$ cat src/rtl/lsu_pkg.sv
// Shared types and constants for the load/store controller.
package lsu_pkg;

    localparam int unsigned DATA_W  = 64;
    localparam int unsigned IMM_W   = 9;
    localparam int unsigned FAULT_W = 2;
    localparam int unsigned CNT_W   = 8;

    typedef enum logic [1:0] {
        IDLE = 2'd0,
        ADDR = 2'd1,
        REQ  = 2'd2,
        DONE = 2'd3
    } lsuState_e;

    localparam logic [FAULT_W-1:0] FAULT_NONE     = 2'b00;
    localparam logic [FAULT_W-1:0] FAULT_MISALIGN = 2'b01;
    localparam logic [FAULT_W-1:0] FAULT_TIMEOUT  = 2'b10;

    // Request payload captured when start is accepted.
    typedef struct packed {
        logic              isLoad;
        logic [DATA_W-1:0] base;
        logic [IMM_W-1:0]  imm9;
        logic [DATA_W-1:0] storeData;
    } lsuReq_t;

endpackage

$ cat src/rtl/ldst_ctrl_if.sv
// Request, memory and result signals of the load/store controller.
interface ldst_ctrl_if;
    import lsu_pkg::*;

    logic               start;
    logic               is_load;
    logic [DATA_W-1:0]  base;
    logic [IMM_W-1:0]   imm9;
    logic [DATA_W-1:0]  store_data;
    logic               ready_in;

    logic               mem_req;
    logic               mem_we;
    logic [DATA_W-1:0]  mem_addr;
    logic [DATA_W-1:0]  mem_wdata;
    logic               mem_ready;
    logic [DATA_W-1:0]  mem_rdata;

    logic               done;
    logic               wb_en;
    logic [DATA_W-1:0]  load_data;
    logic               fault;
    logic [FAULT_W-1:0] fault_code;

    modport slave (
        input  start, is_load, base, imm9, store_data, mem_ready, mem_rdata,
        output ready_in, mem_req, mem_we, mem_addr, mem_wdata,
               done, wb_en, load_data, fault, fault_code
    );

    modport master (
        output start, is_load, base, imm9, store_data, mem_ready, mem_rdata,
        input  ready_in, mem_req, mem_we, mem_addr, mem_wdata,
               done, wb_en, load_data, fault, fault_code
    );
endinterface

$ cat src/rtl/signExtend9.sv
// Sign-extends the 9-bit byte offset to the datapath width.
module signExtend9
    import lsu_pkg::*;
(
    input  logic [IMM_W-1:0]  imm9,
    output logic [DATA_W-1:0] immExt_c
);

    // Replicate the offset sign bit into the upper bits.
    always_comb begin
        immExt_c = {{(DATA_W-IMM_W){imm9[IMM_W-1]}}, imm9};
    end

endmodule

$ cat src/rtl/ldst_ctrl.sv
// Single-outstanding LDUR/STUR controller: address generation, alignment
// check, memory handshake with a bounded wait, one-cycle completion pulse.
module ldst_ctrl
    import lsu_pkg::*;
#(
    parameter int unsigned TIMEOUT = 255
) (
    input  logic        clk,
    input  logic        reset,
    ldst_ctrl_if.slave  bus
);

    lsuState_e          state, stateNext;
    lsuReq_t            reqQ, reqNext;
    logic [CNT_W-1:0]   cnt, cntNext;

    logic [DATA_W-1:0]  immExt_c;
    logic [DATA_W-1:0]  addrSum_c;

    logic               readyNext;
    logic               memReqNext, memWeNext;
    logic [DATA_W-1:0]  memAddrNext, memWdataNext, loadDataNext;
    logic               doneNext, wbEnNext, faultNext;
    logic [FAULT_W-1:0] faultCodeNext;

    signExtend9 uSext (
        .imm9     (reqQ.imm9),
        .immExt_c (immExt_c)
    );

    // Effective address, modulo 2^64.
    always_comb begin
        addrSum_c = reqQ.base + immExt_c;
    end

    // Next state and next values of every registered output.
    always_comb begin
        stateNext     = state;
        reqNext       = reqQ;
        cntNext       = cnt;
        memReqNext    = 1'b0;
        memWeNext     = 1'b0;
        memAddrNext   = bus.mem_addr;
        memWdataNext  = bus.mem_wdata;
        loadDataNext  = bus.load_data;
        doneNext      = 1'b0;
        wbEnNext      = 1'b0;
        faultNext     = bus.fault;
        faultCodeNext = bus.fault_code;

        case (state)
            IDLE: begin
                if (bus.start) begin
                    reqNext.isLoad    = bus.is_load;
                    reqNext.base      = bus.base;
                    reqNext.imm9      = bus.imm9;
                    reqNext.storeData = bus.store_data;
                    cntNext           = '0;
                    faultNext         = 1'b0;
                    faultCodeNext     = FAULT_NONE;
                    stateNext         = ADDR;
                end
            end
            ADDR: begin
                memAddrNext = addrSum_c;
                if (addrSum_c[2:0] != 3'b000) begin
                    faultNext     = 1'b1;
                    faultCodeNext = FAULT_MISALIGN;
                    doneNext      = 1'b1;
                    stateNext     = DONE;
                end else begin
                    memReqNext   = 1'b1;
                    memWeNext    = !reqQ.isLoad;
                    memWdataNext = reqQ.storeData;
                    stateNext    = REQ;
                end
            end
            REQ: begin
                // A ready on the final allowed cycle still wins over the timeout.
                if (bus.mem_ready) begin
                    doneNext  = 1'b1;
                    wbEnNext  = reqQ.isLoad;
                    if (reqQ.isLoad) begin
                        loadDataNext = bus.mem_rdata;
                    end
                    stateNext = DONE;
                end else if (cnt + CNT_W'(1) == CNT_W'(TIMEOUT)) begin
                    cntNext       = cnt + CNT_W'(1);
                    faultNext     = 1'b1;
                    faultCodeNext = FAULT_TIMEOUT;
                    doneNext      = 1'b1;
                    stateNext     = DONE;
                end else begin
                    cntNext    = cnt + CNT_W'(1);
                    memReqNext = 1'b1;
                    memWeNext  = !reqQ.isLoad;
                end
            end
            DONE: begin
                stateNext = IDLE;
            end
            default: begin
                stateNext = IDLE;
            end
        endcase

        readyNext = (stateNext == IDLE);
    end

    // State, captured request and output registers.
    always_ff @(posedge clk) begin
        if (reset) begin
            state          <= IDLE;
            reqQ           <= '0;
            cnt            <= '0;
            bus.ready_in   <= 1'b1;
            bus.mem_req    <= 1'b0;
            bus.mem_we     <= 1'b0;
            bus.mem_addr   <= '0;
            bus.mem_wdata  <= '0;
            bus.load_data  <= '0;
            bus.done       <= 1'b0;
            bus.wb_en      <= 1'b0;
            bus.fault      <= 1'b0;
            bus.fault_code <= FAULT_NONE;
        end else begin
            state          <= stateNext;
            reqQ           <= reqNext;
            cnt            <= cntNext;
            bus.ready_in   <= readyNext;
            bus.mem_req    <= memReqNext;
            bus.mem_we     <= memWeNext;
            bus.mem_addr   <= memAddrNext;
            bus.mem_wdata  <= memWdataNext;
            bus.load_data  <= loadDataNext;
            bus.done       <= doneNext;
            bus.wb_en      <= wbEnNext;
            bus.fault      <= faultNext;
            bus.fault_code <= faultCodeNext;
        end
    end

endmodule

$ cat src/flat_wrapper.sv
// flat-port wrapper written by rule: the top's interface ports become plain ports
module ldst_ctrl_flat import lsu_pkg::*;
#(
    parameter int unsigned TIMEOUT = 255
)
  (clk, reset, bus_start, bus_is_load, bus_base, bus_imm9, bus_store_data, bus_mem_ready, bus_mem_rdata, bus_ready_in, bus_mem_req, bus_mem_we, bus_mem_addr, bus_mem_wdata, bus_done, bus_wb_en, bus_load_data, bus_fault, bus_fault_code);
  ldst_ctrl_if bus_i ();
  input  logic clk;
  input  logic reset;
  input wire logic [$bits(bus_i.start)-1:0] bus_start;
  input wire logic [$bits(bus_i.is_load)-1:0] bus_is_load;
  input wire logic [$bits(bus_i.base)-1:0] bus_base;
  input wire logic [$bits(bus_i.imm9)-1:0] bus_imm9;
  input wire logic [$bits(bus_i.store_data)-1:0] bus_store_data;
  input wire logic [$bits(bus_i.mem_ready)-1:0] bus_mem_ready;
  input wire logic [$bits(bus_i.mem_rdata)-1:0] bus_mem_rdata;
  output wire logic [$bits(bus_i.ready_in)-1:0] bus_ready_in;
  output wire logic [$bits(bus_i.mem_req)-1:0] bus_mem_req;
  output wire logic [$bits(bus_i.mem_we)-1:0] bus_mem_we;
  output wire logic [$bits(bus_i.mem_addr)-1:0] bus_mem_addr;
  output wire logic [$bits(bus_i.mem_wdata)-1:0] bus_mem_wdata;
  output wire logic [$bits(bus_i.done)-1:0] bus_done;
  output wire logic [$bits(bus_i.wb_en)-1:0] bus_wb_en;
  output wire logic [$bits(bus_i.load_data)-1:0] bus_load_data;
  output wire logic [$bits(bus_i.fault)-1:0] bus_fault;
  output wire logic [$bits(bus_i.fault_code)-1:0] bus_fault_code;
  assign bus_i.start = bus_start;
  assign bus_i.is_load = bus_is_load;
  assign bus_i.base = bus_base;
  assign bus_i.imm9 = bus_imm9;
  assign bus_i.store_data = bus_store_data;
  assign bus_i.mem_ready = bus_mem_ready;
  assign bus_i.mem_rdata = bus_mem_rdata;
  assign bus_ready_in = bus_i.ready_in;
  assign bus_mem_req = bus_i.mem_req;
  assign bus_mem_we = bus_i.mem_we;
  assign bus_mem_addr = bus_i.mem_addr;
  assign bus_mem_wdata = bus_i.mem_wdata;
  assign bus_done = bus_i.done;
  assign bus_wb_en = bus_i.wb_en;
  assign bus_load_data = bus_i.load_data;
  assign bus_fault = bus_i.fault;
  assign bus_fault_code = bus_i.fault_code;
  ldst_ctrl #(.TIMEOUT(TIMEOUT)) u_core (.clk(clk), .reset(reset), .bus(bus_i));
endmodule
$ cat config.mk
export PLATFORM = sky130hd
export DESIGN_NAME = ldst_ctrl_flat
export DESIGN_NICKNAME = d
export VERILOG_FILES = /design/src/rtl/lsu_pkg.sv /design/src/rtl/ldst_ctrl_if.sv /design/src/rtl/signExtend9.sv /design/src/rtl/ldst_ctrl.sv /design/src/flat_wrapper.sv
export SDC_FILE = /design/constraint.sdc
export NUM_CORES = 1
export LEC_CHECK = 0
export CAP_MARGIN = 5
export CORE_UTILIZATION = 55
export DETAILED_ROUTE_END_ITERATION = 6
export DONT_BUFFER_PORTS = 1
export PLACE_DENSITY_LB_ADDON = 0.3
export REMOVE_ABC_BUFFERS = 1
export SETUP_SLACK_MARGIN = 0.05
export SLEW_MARGIN = 20
export SYNTH_ARGS = -nofsm -noshare
export SYNTH_HDL_FRONTEND = slang
export SYNTH_SLANG_ARGS = --single-unit
$ cat constraint.sdc
create_clock -name clk -period 6.9 [get_ports clk]
set_clock_uncertainty 0.1 [all_clocks]
set_input_delay 1.035 -clock clk [delete_from_list [all_inputs] [get_ports clk]]
set_output_delay 1.035 -clock clk [all_outputs]
set_load 0.05 [all_outputs]
==> flow_summary.yaml <==
worst_hold_path:
  hold_end: "u_core.bus.mem_wdata[34]"
  min_path_type: "flip-flop to flip-flop"
  hold_depth: 2
  holdCritStartpoint: "u_core.reqQ[34]"
grt:
  grt_pass1_wl_um: 71100
  grt_util_all_layers_pct: 29.0
  grt_max_degree: 324
  grt_pass1_vias: 13426
  antenna_found_initial: 1
  overflow: 0
sta:
  fin_crit_ps: 3870
  hold_viol: 0
  slew_headroom_pct: 31.5
  rsz0062_at_grt: "false"
  setup_viol: 0
  finalSetupTns_ps: 0
  clock.fmax_mhz: 259
  period_share_pct: 56.1
  slew_violations: 0
  hold-worst-slack_ps: 348
  worstMarginPinSlew_ps: 1030
critical_path:
  r2r_end: "u_core.bus.mem_addr[31]"
  reg2reg_depth: 11
  r2r_setup_slack_ps: 3030
  crit_slowest_cell: "dfxtp_2"
  worstPathRequired_ps: 7180
  crit_type: "flip-flop to flip-flop"
  worstSetupStartpointType: "flip-flop"
  cp_common_cell: "o21ai_1"
  cp_max_fo: 37
  crit_path_end_kind: "flip-flop"
  cp_cell_sequence: "buf_4 -> ha_1 -> a21oi_1 -> nor2_1 -> a211oi_1 -> o21ai_0 -> a31oi_1 -> o21ai_1 -> a311oi_1 -> xor2_1 -> o21ai_1"
  cp.arrival_ps: 4150
  worstReg2RegStart: "u_core.reqQ[72]"
  slowest_delay_ps: 660
detailed_routing:
  drt_first_pass_iters: 6
  dr_total_vias: 14184
  drc: 0
  avgViaCountPerCell: 5.86
  ant_nets: 0
  drt_iter0_markers: 1048
  wire_per_inst_um: 18.5
  drt_wl_total_um: 44800
die:
  die_w_um: 173
  initial_core_util_pct: 56.0
  core_area_mm2: 0.0288
  die_area_mm2: 0.0300
  placement_rows: 62
  io_pins: 406
  die_h_um: 173
power:
  peakVddDrop_mv: 0.240
  p_leak_nw: 6.58
  powerDensity_mw_per_mm2: 384
synth:
  synth_area_leaders: "dfxtp_1 43%, nand2_1 14%, a21oi_1 11%"
  synth-seq-area-share_pct: 43.2
  ys_types: 77
  ys_ff_latch: 348
  synth-edff-count: 0
  netlist_instances: 2094
  synth_area_mm2: 0.0161
  synthArstFlopShare_pct: 0
  synth_top_area_share_pct: 43.2
  yosys.area.top_type: "dfxtp_1"
  yosysWarnings: 0
  synth_top_flop_cell: "dfxtp_1"
  syn_area_per_cell_um2: 7.70
run_status:
  outcome: "finished, final reports clean"
clock_network:
  cts-buffers-inserted: 37
  cts-resized-gates: 0
  postCtsSetupBuffers: 0
  cts_root_buffer: "clkbuf_16"
  cts.clk_slew.worst_paths_ps: 60
  cts_hold_buf: 0
  clock-sinks: 348
  cts_max_level: 2
  cts_tree: "done"
  clk_latency_ps: 530
  clockBufferDepth: 3
final_layout:
  diodes: 0
  mostFrequentLayoutCells: "614 x nand2_1, 363 x a21oi_1, 347 x dfxtp_1"
  layout_commonest_cell: "nand2_1"
  nNetsFinal: 2284
  drive_gt1_share_pct: 5.50
  post-route-util_pct: 60.8
  synthToLayoutAreaGrowth_pct: 8.55
  final_cell_area_mm2: 0.0175
placement:
  dpl_cell_area_mm2: 0.0162
  place.gp.congestion: 0.920
  hpwl_um: 31200
  portBuffers: 0
run:
  maxCapViolCount: 0
## stage by stage
step                setup slack (ps)  cells  total power [mW]
finish                          3030   2419              6.71
global route                    2740   2419              7.04
CTS                             3110   2419              6.73
detailed placement              3110   2353              4.62
global placement                3190   2353              4.58
floorplan                       2390   1961              4.13
## layer usage
metal  GRT usage (%)  up-vias  routed length [um]
li1                -     6977                   -
met1            37.2     6610               18900
met2            46.7      512               20500
met3            8.86       83                4190
met4            9.11        2                1200
met5               0        -                   9
## cell usage after synthesis (4+ instances only)
cell / number
a211oi_1: 11
a211oi_2: 6
a21o_1: 32
a21oi_1: 363
a221o_1: 4
a31o_2: 4
a31oi_1: 11
a32o_1: 4
and2_1: 6
and3_1: 13
buf_1: 6
buf_2: 12
clkbuf_1: 113
dfxtp_1: 348
ha_1: 69
inv_1: 31
mux2i_1: 23
nand2_1: 615
nand2b_1: 7
nand3_1: 30
nand3b_1: 4
nand4_1: 24
nor2_1: 106
nor2b_1: 13
nor3_1: 15
nor3b_1: 4
o2111ai_1: 4
o211ai_1: 10
o21a_1: 12
o21ai_0: 46
o21ai_1: 19
o21bai_1: 11
or3_1: 7
or4_1: 5
xnor2_1: 20
xor2_1: 23
## how the worst max path moves through the flow
stage | startpoint | end | slack (ps) | depth (start not counted)
floorplan | u_core.state[1] | u_core.bus.mem_wdata[0] | 2390 | 6
global placement | u_core.reqQ[72] | u_core.bus.mem_addr[57] | 3190 | 10
detailed placement | u_core.reqQ[72] | u_core.bus.mem_addr[31] | 3110 | 11
CTS | u_core.reqQ[72] | u_core.bus.mem_addr[31] | 3110 | 11
global route | u_core.reqQ[72] | u_core.bus.mem_addr[57] | 2740 | 10
finish | u_core.reqQ[72] | u_core.bus.mem_addr[31] | 3030 | 11
## where the power goes
part	internal (mW)	switching, mW	leakage, nW	total (mW)
Clock	1.29	0.830	0.649	2.12
Combinational	0.524	1.14	3.10	1.66
Sequential	2.30	0.637	2.83	2.94
Total	4.11	2.60	6.58	6.71
## registers in the layout (all words and copies together), names as in the netlist
name / flops
u_core.reqQ: 138
u_core.bus.load_data: 64
u_core.bus.mem_addr: 64
u_core.bus.mem_wdata: 64
u_core.cnt: 8
u_core.bus.fault_code: 2
u_core.state: 2
u_core.bus.done: 1
u_core.bus.fault: 1
u_core.bus.mem_req: 1
u_core.bus.mem_we: 1
u_core.bus.ready_in: 1
u_core.bus.wb_en: 1
## logic make-up (layout without fill, tap and decap cells)
logic type / Yosys count / in the layout / share of synthesized area (%)
buf+inv: 165 / 106 / 3.97
fa+ha+maj: 70 / 70 / 5.48
xor+xnor: 43 / 43 / 2.34
simple gates: 865 / 865 / 22.3
flops: 348 / 348 / 43.2
mux: 23 / 23 / 1.43
compound gates: 580 / 580 / 21.2
## area by class of cell
cell class / count / area [um2]
Clock buffer: 53 / 1120
Clock inverter: 13 / 201
Fill cell: 2659 / 11300
Inverter: 32 / 120
Multi-Input combinational cell: 1581 / 8540
Sequential cell: 348 / 6970
Tap cell: 384 / 480
Timing Repair Buffer: 8 / 63.8
## worst max-delay path: cells and delay by family (launching register included)
family	cells	cell delay (ps)
adders and majority gates	1	390
AOI/OAI and AO/OA	7	1750
DFF	1	660
buffers and inverters	1	510
xor gates and xnor gates	1	210
and+or+nand+nor	1	80
No activity file was read; power rests on OpenSTA's default activity.
